`src/rtl/core_pkg.sv`:
```
// Shared core definitions used by the fetch front end.
package core_pkg;
    localparam int unsigned XLEN = 32;

    localparam logic [XLEN-1:0] RESET_PC = 32'h0000_0000;
    localparam logic [XLEN-1:0] PC_STEP  = 32'd4;

    typedef struct packed {
        logic [XLEN-1:0] pc;
        logic [XLEN-1:0] instr;
    } fetch_entry_t;
endpackage

```
`src/rtl/sync_fifo.sv`:
```
// Synchronous FIFO with clear; registered head, simultaneous push/pop at any occupancy.
module sync_fifo #(
    parameter int unsigned WIDTH = 32,
    parameter int unsigned DEPTH = 4
) (
    input  logic                     clk,
    input  logic                     rst,
    input  logic                     push,
    input  logic                     pop,
    input  logic                     clear,
    input  logic [WIDTH-1:0]         din,
    output logic [WIDTH-1:0]         dout,
    output logic                     full,
    output logic                     empty,
    output logic [$clog2(DEPTH):0]   count
);
    localparam int unsigned AW = $clog2(DEPTH);
    localparam logic [AW:0] FULL_CNT = (AW+1)'(DEPTH);

    logic [WIDTH-1:0] mem_q [DEPTH];
    logic [AW-1:0]    wr_ptr_q, wr_ptr_d;
    logic [AW-1:0]    rd_ptr_q, rd_ptr_d;
    logic [AW:0]      count_q, count_d;
    logic             do_push, do_pop;

    always_comb begin
        // A push into a full queue is only legal when the head leaves in the same cycle.
        do_push  = push && ((count_q != FULL_CNT) || pop);
        do_pop   = pop && (count_q != '0);
        wr_ptr_d = wr_ptr_q;
        rd_ptr_d = rd_ptr_q;
        count_d  = count_q;
        if (clear) begin
            wr_ptr_d = '0;
            rd_ptr_d = '0;
            count_d  = '0;
        end else begin
            if (do_push) wr_ptr_d = wr_ptr_q + AW'(1);
            if (do_pop)  rd_ptr_d = rd_ptr_q + AW'(1);
            count_d = count_q + (AW+1)'(do_push) - (AW+1)'(do_pop);
        end
    end

    always_ff @(posedge clk) begin
        if (rst) begin
            wr_ptr_q <= '0;
            rd_ptr_q <= '0;
            count_q  <= '0;
        end else begin
            wr_ptr_q <= wr_ptr_d;
            rd_ptr_q <= rd_ptr_d;
            count_q  <= count_d;
        end
    end

    always_ff @(posedge clk) begin
        if (!rst && !clear && do_push) mem_q[wr_ptr_q] <= din;
    end

    assign dout  = mem_q[rd_ptr_q];
    assign full  = (count_q == FULL_CNT);
    assign empty = (count_q == '0);
    assign count = count_q;
endmodule

```
`src/rtl/fetch_prefetch_buffer.sv`:
```
// Instruction prefetch queue: credit-limited sequential fetch, in-order response
// tagging, and redirect handling that discards responses from the abandoned path.
module fetch_prefetch_buffer #(
    parameter int unsigned           DATA_WIDTH = 32,
    parameter int unsigned           DEPTH      = 4,
    parameter logic [DATA_WIDTH-1:0] RESET_PC   = core_pkg::RESET_PC
) (
    input  logic                  clk,
    input  logic                  rst,
    output logic                  imem_req_o,
    output logic [DATA_WIDTH-1:0] imem_addr_o,
    input  logic                  imem_gnt_i,
    input  logic                  imem_rvalid_i,
    input  logic [DATA_WIDTH-1:0] imem_rdata_i,
    input  logic                  redirect_i,
    input  logic [DATA_WIDTH-1:0] redirect_pc_i,
    output logic                  instr_valid_o,
    input  logic                  instr_ready_i,
    output logic [DATA_WIDTH-1:0] instr_o,
    output logic [DATA_WIDTH-1:0] pc_o
);
    import core_pkg::*;

    localparam int unsigned CW = $clog2(DEPTH) + 1;

    logic [DATA_WIDTH-1:0] fetch_pc_q, fetch_pc_d;
    logic [CW-1:0]         outstanding_q, outstanding_d;
    logic [CW-1:0]         discard_q, discard_d;
    logic [CW-1:0]         fifo_count, tag_count_unused;
    logic [CW:0]           credit_used;
    logic                  fifo_empty, fifo_full_unused;
    logic                  tag_full, tag_empty;
    logic                  grant, accept, pop_instr;
    logic [DATA_WIDTH-1:0] tag_pc;
    logic [1:0]            redirect_pc_unused;
    fetch_entry_t          push_entry, head_entry;

    assign redirect_pc_unused = redirect_pc_i[1:0];

    always_comb begin
        credit_used   = {1'b0, fifo_count} + {1'b0, outstanding_q};
        imem_req_o    = !rst && !redirect_i && !tag_full && (credit_used < (CW+1)'(DEPTH));
        imem_addr_o   = fetch_pc_q;
        grant         = imem_req_o && imem_gnt_i;
        accept        = imem_rvalid_i && (discard_q == '0) && !redirect_i && !tag_empty;
        instr_valid_o = !rst && !fifo_empty;
        pop_instr     = instr_valid_o && instr_ready_i && !redirect_i;
        instr_o       = instr_valid_o ? head_entry.instr : '0;
        pc_o          = instr_valid_o ? head_entry.pc : '0;
        push_entry.pc    = tag_pc;
        push_entry.instr = imem_rdata_i;
    end

    always_comb begin
        fetch_pc_d    = fetch_pc_q;
        outstanding_d = outstanding_q + CW'(grant) - CW'(imem_rvalid_i);
        discard_d     = discard_q;
        if (grant) fetch_pc_d = fetch_pc_q + DATA_WIDTH'(PC_STEP);
        // Every response still in flight after this cycle belongs to the old path.
        if (redirect_i) begin
            fetch_pc_d = {redirect_pc_i[DATA_WIDTH-1:2], 2'b00};
            discard_d  = outstanding_q - CW'(imem_rvalid_i);
        end else if (imem_rvalid_i && (discard_q != '0)) begin
            discard_d = discard_q - CW'(1);
        end
    end

    always_ff @(posedge clk) begin
        if (rst) begin
            fetch_pc_q    <= RESET_PC;
            outstanding_q <= '0;
            discard_q     <= '0;
        end else begin
            fetch_pc_q    <= fetch_pc_d;
            outstanding_q <= outstanding_d;
            discard_q     <= discard_d;
        end
    end

    sync_fifo #(
        .WIDTH ($bits(fetch_entry_t)),
        .DEPTH (DEPTH)
    ) u_instr_fifo (
        .clk   (clk),
        .rst   (rst),
        .push  (accept),
        .pop   (pop_instr),
        .clear (redirect_i),
        .din   (push_entry),
        .dout  (head_entry),
        .full  (fifo_full_unused),
        .empty (fifo_empty),
        .count (fifo_count)
    );

    sync_fifo #(
        .WIDTH (DATA_WIDTH),
        .DEPTH (DEPTH)
    ) u_tag_fifo (
        .clk   (clk),
        .rst   (rst),
        .push  (grant),
        .pop   (accept),
        .clear (redirect_i),
        .din   (fetch_pc_q),
        .dout  (tag_pc),
        .full  (tag_full),
        .empty (tag_empty),
        .count (tag_count_unused)
    );
endmodule

```
`config.mk`:
```
export PLATFORM = sky130hd
export DESIGN_NAME = fetch_prefetch_buffer
export DESIGN_NICKNAME = d
export VERILOG_FILES = /design/src/rtl/core_pkg.sv /design/src/rtl/sync_fifo.sv /design/src/rtl/fetch_prefetch_buffer.sv
export SDC_FILE = /design/constraint.sdc
export NUM_CORES = 1
export LEC_CHECK = 0
export ABC_AREA = 1
export CORE_ASPECT_RATIO = 2
export CORE_MARGIN = 3
export CORE_UTILIZATION = 55
export CTS_CLUSTER_DIAMETER = 30
export DETAILED_ROUTE_END_ITERATION = 10
export HOLD_SLACK_MARGIN = 0.08
export PLACE_DENSITY = 0.77
export SYNTH_ARGS = -nofsm -noshare
export SYNTH_HDL_FRONTEND = slang
export SYNTH_SLANG_ARGS = --single-unit
```
`constraint.sdc`:
```
create_clock -name clk -period 11.2 [get_ports clk]
set_clock_uncertainty 0.1 [all_clocks]
set_input_delay 1.68 -clock clk [delete_from_list [all_inputs] [get_ports clk]]
set_output_delay 1.68 -clock clk [all_outputs]
set_load 0.01 [all_outputs]
```
Yosys cells after proc, flatten, opt, wreduce, memory -nomap -nowiden
Memory sizes are Yosys's and may differ from the RTL's. A register that Yosys moved wholly into a read port is not among the register bits.
Index checks and enable logic that the tools add are counted.
{"block": "classes", "addsub": 14, "mux": 14, "div": 0, "n_mul": 0, "bitwise": 0, "n_eq_ne": 3, "n_shift": 0, "reduce_logical": 33, "magnitude_cmp": 1}
{"cell": "32-bit two-way mux", "n": 4}
{"cell": "32-bit by 3-bit adder with 32-bit output, second input constant", "n": 1}
{"cell": "1-bit logical AND", "n": 17}
{"cell": "3-bit by 1-bit subtractor with 3-bit output", "n": 4}
{"cell": "3-bit by 1-bit adder with 3-bit output", "n": 3}
{"cell": "3-bit zero test", "n": 3}
{"cell": "3-bit nonzero test", "n": 3}
{"cell": "2-bit by 1-bit adder with 2-bit output, second input constant", "n": 4}
{"cell": "2-bit two-way mux", "n": 4}
{"cell": "3-bit two-way mux", "n": 2}
{"cell": "3-bit inequality test, second input constant", "n": 2}
{"cell": "1-bit zero test", "n": 5}
{"cell": "3-bit by 3-bit adder with 4-bit output", "n": 1}
{"cell": "4-bit by 3-bit < comparator with 1-bit output, second input constant", "n": 1}
{"cell": "1-bit two-way mux", "n": 4}
{"cell": "2-bit nonzero test", "n": 2}
{"cell": "3-bit == test, second input constant", "n": 1}
{"cell": "3-bit by 1-bit subtractor with 3-bit output, second input constant", "n": 1}
{"cell": "1-bit logical OR", "n": 2}
{"cell": "2-bit OR reduction", "n": 1}
{"block": "word_totals", "elab_cells": 77, "ram_bits": 384, "romBits": 0, "mem_count": 2, "ff_bits": 52, "latchBits": 0}
{"name": "u_instr_fifo.mem_q", "depth": 4, "word_bits": 64, "read_ports": 1, "rd_ports_with_merged_regs": 1, "wr": 1, "line": "sync_fifo.sv:20", "source": "logic [WIDTH-1:0] mem_q [DEPTH];"}
{"name": "u_tag_fifo.mem_q", "depth": 4, "word_bits": 32, "read_ports": 1, "rd_ports_with_merged_regs": 1, "wr": 1, "line": "sync_fifo.sv:20"}

Logic depth before layout (Yosys ltp)
Gate-level depths: netlist (run 1).
{"block": "depth", "ltp_word": 10, "mapped_depth": 14}

Hierarchy
A second synthesis (run 1) with hierarchy kept.
{"block": "hier_totals", "cells_unflattened": 1650, "area_unflattened_um2": 18487.7}
{"mod": "sync_fifo (u_instr_fifo)", "area_per_inst_um2": 10000.8, "n_inst": 1, "seq_area_each_um2": 7867.5, "cells_per_inst": 690}
{"mod": "sync_fifo (u_tag_fifo)", "area_per_inst_um2": 5286.3, "n_inst": 1, "seq_area_each_um2": 4023.9, "cells_per_inst": 380}
{"mod": "fetch_prefetch_buffer", "area_per_inst_um2": 3200.6, "n_inst": 1, "seq_area_each_um2": 720.7, "cells_per_inst": 580}

Least setup slack after synthesis (run 1)
No wires, ideal clock.
{"block": "synth_path", "path_type": "input to register", "startpoint": "input port redirect_i", "endpoint": "memory u_instr_fifo.mem_q[0][0] (netlist name) (enable)", "setup_time_ns": 0.482, "path_stages": 7, "arrival_ns": 4.848, "required_time_ns": 10.618, "n_path_buf": 0, "slack_ns": 5.770, "cell_sequence": "nor2_2 > nand3_1 > nand3_1 > nand2_1 > inv_1 > nand2_1 > nor2_1"}
{"block": "synth_between", "elab_chain_len": 7, "elab_cells_between_ends": 10, "classes_between": "2 x mux; 8 x reduce/logical"}
{"element": "start: declaration", "line": "fetch_prefetch_buffer.sv:15", "source": "input logic redirect_i,"}
{"element": "1-bit zero test *", "line": "sync_fifo.sv:57, fetch_prefetch_buffer.sv:45, fetch_prefetch_buffer.sv:47"}
{"element": "1-bit logical AND, on equally long branches", "line": "fetch_prefetch_buffer.sv:45, fetch_prefetch_buffer.sv:47"}
{"element": "1-bit logical AND or 1-bit logical OR (tied branches)", "line": "fetch_prefetch_buffer.sv:45, sync_fifo.sv:28"}
{"element": "1-bit logical AND", "line": "sync_fifo.sv:28", "source": "do_push = push && ((count_q != FULL_CNT) || pop);"}
{"element": "1-bit logical AND *", "line": "sync_fifo.sv:57", "source": "if (!rst && !clear && do_push) mem_q[wr_ptr_q] <= din;"}
{"element": "1-bit two-way mux *", "line": "sync_fifo.sv:57"}
{"element": "1-bit two-way mux (not written as such) *", "line": "sync_fifo.sv:57"}
{"element": "end: declaration", "line": "sync_fifo.sv:20"}
Mark *: on every way between the ends. The rest lies on a longest branch, timed or not.

Worst setup path in the final report (run 1)
{"block": "layout_path", "startpoint": "input port rst", "endpoint": "output port pc_o[11]"}
{"block": "layout_between", "elab_chain_len": 3}
{"element": "start: declaration", "line": "fetch_prefetch_buffer.sv:9", "source": "input logic rst,"}
{"element": "1-bit zero test", "line": "fetch_prefetch_buffer.sv:46", "source": "instr_valid_o = !rst && !fifo_empty;"}
{"element": "1-bit logical AND", "line": "fetch_prefetch_buffer.sv:46"}
{"element": "32-bit two-way mux", "line": "fetch_prefetch_buffer.sv:49", "source": "pc_o = instr_valid_o ? head_entry.pc : '0;"}
{"element": "end: declaration", "line": "fetch_prefetch_buffer.sv:20", "source": "output logic [DATA_WIDTH-1:0] pc_o"}
No other way between the ends.

==> flow_metrics.tcl, run 1 <==
set metrics [dict create \
    status "finished clean" \
    dpl.hpwl_mm 23.5 \
    min_period_ns 6.27 \
    groute.layer.met1.usage_pct 25.3 \
    holdWs_ns 0.376 \
    synthFlopType "edfxtp_1" \
    antenna_found_initial 0 \
    clockBufferDepth 3 \
    maxSlewViolCount 0 \
    n_antenna_cell 0 \
    area_delta_synth_final_pct 19.3 \
    root_buffer "clkbuf_16" \
    synth_top_area_share_pct 63.3 \
    portBuffers 161 \
    maxCapViolCount 0 \
    required_ns 9.42 \
    tightestPinTransition_ns 1.21 \
    cts_tree "done" \
    use_met2_pct 42.2 \
    busiest_layer "met2" \
    worstPathMaxFanout 63 \
    place_area_um2 19400 \
    first_iter_violations 837 \
    grt_overflow_total 0 \
    endpoint "pc_o[11]" \
    fin_nets 1816 \
    yosysSeqAreaShare_pct 69.5 \
    routedWlPerCell_um 18.2 \
    tns_ns 0 \
    setup_viol 0 \
    clock_latency_ns 0.54 \
    ctsHoldBuffers 0 \
    drc 0 \
    cellLeakagePower_uw 0.00723 \
    cp.arrival_ns 4.49 \
    relSlewSlack_pct 19.5 \
    hold_violations 0 \
    h-tree-depth 2 \
    drt-total-wl_mm 39.6 \
    synth_top_area_cell "edfxtp_1" \
    dr.pass1.iters 5 \
    synth_seq_cells 422 \
    core_area_um2 31100 \
    min_path_type "reg2reg" \
    synth.distinct_cells 36 \
    grtUsageMet3_pct 2.87 \
    clk_pin_slew_ns 0.06 \
    track_usage_pct 22.7 \
    postLayoutCellArea_um2 20800 \
    reg2reg_depth 11 \
    gp_congestion 0.950 \
    cp-start-kind "input pin" \
    vias 12100 \
    power.density_nw_per_um2 158 \
    fp.dieW_um 132 \
    rr_endpoint "u_tag_fifo.count[2]" \
    timing.final.crit_share_pct 56.0 \
    timing.rr.start "outstanding_q[2]" \
    floorplan.rows 91 \
    ir_worst_vdd_uv 136 \
    die-area_um2 34000 \
    ios 168 \
    drive_gt1_share_pct 6.04 \
    grt_pass1_vias 12100 \
    grt_start_max_net_pins 107 \
    synth_edf_count 368 \
    grt_first_pass_wirelength_mm 61.3 \
    initial_utilization_pct 56.2 \
    rsz0062_at_grt "no" \
    die_h_um 258 \
    syn_area_um2 17500 \
    viasPerCell 5.57 \
    cts_sinks 422 \
    yosys_warnings 0 \
    path_class "in2out" \
    avgSynthCellArea_um2 11.0 \
    post_cts_resized 0 \
    endpoint_kind "output port" \
    rrSetupSlack_ns 8.25 \
    max_freq_mhz 160 \
    synthCells 1581 \
    yosys-top-cells-area "edfxtp_1, nor2_1, dfxtp_1, o21ai_0, nand2_1" \
    ant_nets 0 \
    startpoint "rst" \
    synthArstFlopShare_pct 0 \
    post_cts_buffers 0 \
    cts_buffers 43 \
]
==> synthesized netlist by cell type (2+ instances only) <==
cell,n
nor2_1,394
edfxtp_1,368
o21ai_0,203
nand2_1,150
a21oi_1,89
inv_1,89
clkbuf_1,56
dfxtp_1,54
nand3_1,50
o22ai_1,30
ha_1,21
buf_2,11
xor2_1,8
buf_1,7
xnor2_1,7
buf_4,6
inv_2,5
nand4_1,4
a22oi_1,3
a31oi_1,3
fa_1,3
buf_6,2
nand3b_1,2
nor2_2,2
nor2_4,2
o21bai_1,2
==> where the power goes <==
part           internal [uW]  leakage [uW]  switching, uW
clock network            787      0.000680            610
logic                   60.9       0.00277           71.5
registers               1730       0.00377           28.3
==> worst min-delay path by stage <==
stage / startpoint / endpoint / slack, ns / cells past startpoint
final: u_instr_fifo.rd_ptr_q[1] / flip-flop / 0.38 / 2
after global placement: u_instr_fifo.rd_ptr_q[1] / flip-flop / 0.34 / 2
after CTS: u_instr_fifo.rd_ptr_q[1] / flip-flop / 0.39 / 2
after global routing: u_instr_fifo.rd_ptr_q[1] / flip-flop / 0.42 / 2
after detailed placement: u_instr_fifo.rd_ptr_q[1] / flip-flop / 0.35 / 2
after floorplan: u_instr_fifo.rd_ptr_q[1] / flip-flop / 0.34 / 2
==> placed cells by master, fill, tap and decap left out, types with 7 or more instances in the layout <==
cell and n:
inv_1 88, o22ai_1 30, xor2_1 8, nor2_1 386
buf_4 14, xnor2_1 7, a21oi_1 89, nand3_1 50
nand2_1 149, dfxtp_1 52, clkbuf_1 7, ha_1 21
clkbuf_16 45, clkdlybuf4s50_1 161, edfxtp_1 368, o21ai_0 203
nor2_4 10
==> flip-flops by register name, indices dropped and copies added (netlist names), named ones only <==
name,count
u_tag_fifo.count,3
u_tag_fifo.mem_q,120
u_tag_fifo.rd_ptr_q,2
u_instr_fifo.mem_q,248
outstanding_q,3
u_instr_fifo.count,3
imem_addr_o,30
u_instr_fifo.wr_ptr_q,2
u_instr_fifo.rd_ptr_q,2
discard_q,3
u_tag_fifo.wr_ptr_q,2
==> metrics by stage <==
stage               setup slack (ns)  total power, uW  util [%]  std cells
finish                          4.93             3280      67.0       2173
global route                    4.80             3380      67.0       2173
CTS                             4.91             3310      67.0       2173
detailed placement              4.89             1920      62.5       2095
global placement                4.95             1920      62.5       2095
floorplan                       5.77             1850         -       1584
==> worst max-delay path: stages <==
cell and delay (ns):
clkdlybuf4s50_1 0.45, buf_4 0.28, inv_1 0.40, nand2_2 0.19, buf_4 0.68, a21oi_1 0.18, clkdlybuf4s50_1 0.55
==> routing by layer <==
metal  part of all wire (%)  routed length [um]
met1                     37               14600
met2                     54               21200
met3                    5.1                2030
met4                    4.3                1710
met5                      0                   0
==> final cells by class <==
type | count | area (um2)
clock inverter | 25 | 244
inverter | 95 | 359
multi-input combinational | 985 | 4680
tap | 418 | 523
sequential | 422 | 12100
clock buffer | 53 | 1170
timing repair buffer | 175 | 1720
fill | 2252 | 10300
==> logic make-up (layout without fill, tap and decap cells) <==
logic type	count (synthesis)	count (layout)	synth area share (%)
and+or+nand+nor	610	610	13.9
DFF	422	422	69.5
AOI/OAI and AO/OA	332	332	9.87
buffers and inverters	177	348	4.11
adders and majority gates	24	24	1.85
xor gates and xnor gates	15	15	0.753
other	1	4	0.0215
Power figures use the tool's default switching activity.
==> run 2, diff against run 1 <==
Settings changed: CORE_UTILIZATION 55 to 52, PLACE_DENSITY 0.77 to 0.76.
Clock period 11.2 ns to 5.2 ns, I/O delays scaled along.
==> run 2 against run 1 <==
Against the previous run:
- sequential share of layout area decreased by 0.42 points
- critical path depth decreased by 1
- clock power increased by 120%
- worst hold slack got worse by 0.0085 ns
- global-route usage decreased by 1.6 points
- total power increased by 120%
- count of clock-buffer cells in the layout unchanged
- die area increased by 5.6%
- worst setup slack got worse by 4.0 ns
==> flow_metrics.tcl, run 2 (synthesis gave the netlist of run 1 again) <==
set metrics [dict create \
    fp.dieW_um 136 \
    place_area_um2 19500 \
    dpl.hpwl_mm 24.4 \
    cp-start-kind "flip-flop" \
    maxSlewViolCount 0 \
    fin_nets 1825 \
    grt_first_pass_wirelength_mm 59.8 \
    post_cts_resized 0 \
    largest_reg_flops 248 \
    grt_pass1_vias 11700 \
    status "finished clean" \
    rr_endpoint "u_instr_fifo.mem_q[2][56]" \
    rrSetupSlack_ns 2.31 \
    min_period_ns 4.31 \
    drive_gt1_share_pct 6.92 \
    maxCapViolCount 0 \
    rsz0062_at_grt "no" \
    routedWlPerCell_um 17.8 \
    pre_cts_ws_ns 0.873 \
    tns_ns 0 \
    postLayoutCellArea_um2 21000 \
    portBuffers 161 \
    reg2reg_depth 11 \
    cts_buffers 44 \
    initial_utilization_pct 52.8 \
    track_usage_pct 21.1 \
    first_iter_violations 738 \
    dp.cells 2117 \
    endpoint "pc_o[27]" \
    n_antenna_cell 0 \
    ios 168 \
    setup_viol 0 \
    endpoint_kind "output port" \
    ir_worst_vdd_uv 273 \
    most-common-layout-cells "nor2_1, edfxtp_1, o21ai_0" \
    largest_register "u_instr_fifo.mem_q" \
    viasPerCell 5.44 \
    drc 0 \
    gp_congestion 0.906 \
    vias 11900 \
    h-tree-depth 2 \
    antenna_found_initial 0 \
    drt-total-wl_mm 39.1 \
    tightestPinTransition_ns 0.982 \
    post_cts_buffers 0 \
    timing.rr.start "discard_q[0]" \
    path_class "reg2out" \
    ctsHoldBuffers 0 \
    clk_pin_slew_ns 0.06 \
    floorplan.rows 94 \
    worstPathMaxFanout 68 \
    die_h_um 265 \
    ant_nets 0 \
    hold_violations 0 \
    timing.final.ws_setup_ns 0.888 \
    core_area_um2 33000 \
    layout.cells.non_filler 2196 \
    timing.final.crit_share_pct 82.9 \
    min_path_type "reg2reg" \
    grt_overflow_total 0 \
    grt_start_max_net_pins 69 \
    total_power_uw 7140 \
    cp.arrival_ns 3.43 \
    max_freq_mhz 232 \
    relSlewSlack_pct 34.5 \
    power.density_nw_per_um2 340 \
    required_ns 4.32 \
    fillers 2479 \
    dr.pass1.iters 5 \
    cts_sinks 422 \
    die-area_um2 35900 \
    area_delta_synth_final_pct 20.2 \
    final_common_cell "nor2_1" \
    clock_latency_ns 0.54 \
    cellLeakagePower_uw 0.00731 \
    cts_tree "done" \
    root_buffer "clkbuf_16" \
    clockBufferDepth 3 \
]
[run 2: cell types whose count changed in the layout (fill, tap and decap cells not counted), sizes merged]
cell  delta
buf      +8
inv      +1
[run 2: layout make-up]
type	count	area [um2]	area share (%)
flip-flops and latches	422	12100	57.9
well taps	432	541	2.58
repair buffers	183	1830	8.71
multi-input cells	985	4660	22.2
clock inverters	26	259	1.23
clock buffers	53	1200	5.70
inverters	95	359	1.71
[run 2: report_power, final]
group | switching, uW | total (uW) | leakage [uW] | internal, uW
Sequential | 64.1 | 3780 | 0.00377 | 3720
Combinational | 152 | 285 | 0.00283 | 133
Clock | 1330 | 3070 | 0.000708 | 1740
Total | 1550 | 7140 | 0.00731 | 5590
[run 2: worst max-delay path: stages, from the launching register on]
cell             delay, ns
dfxtp_4               0.76
buf_4                 0.70
nor2_1                0.12
nor2_1                0.11
o21ai_0               0.10
a21oi_1               0.39
clkdlybuf4s50_1       0.63
[run 2: worst min path at each step]
stage	from	end	slack (ns)	cells after the start
3_5_place_dp	u_instr_fifo.rd_ptr_q[1]	flip-flop	0.36	2
4_1_cts	u_instr_fifo.rd_ptr_q[1]	flip-flop	0.37	2
6_report	u_instr_fifo.rd_ptr_q[1]	flip-flop	0.37	2
5_1_grt	u_instr_fifo.rd_ptr_q[1]	flip-flop	0.41	2
3_3_place_gp	u_instr_fifo.rd_ptr_q[0]	flip-flop	0.35	1
2_1_floorplan	u_instr_fifo.rd_ptr_q[1]	flip-flop	0.34	2
[run 2: layer usage]
layer / track usage (%) / part of all wire, %
met5: 0 / 0
met3: 3.05 / 5.0
met4: 9.95 / 4.1
met1: 23.6 / 37
met2: 38.7 / 53
[run 2: metrics by stage]
step	util, %	hold slack [ns]
after floorplan	-	0.336
after global placement	59.1	0.352
after detailed placement	59.1	0.359
after CTS	63.5	0.375
after global routing	63.5	0.410
final	63.5	0.367
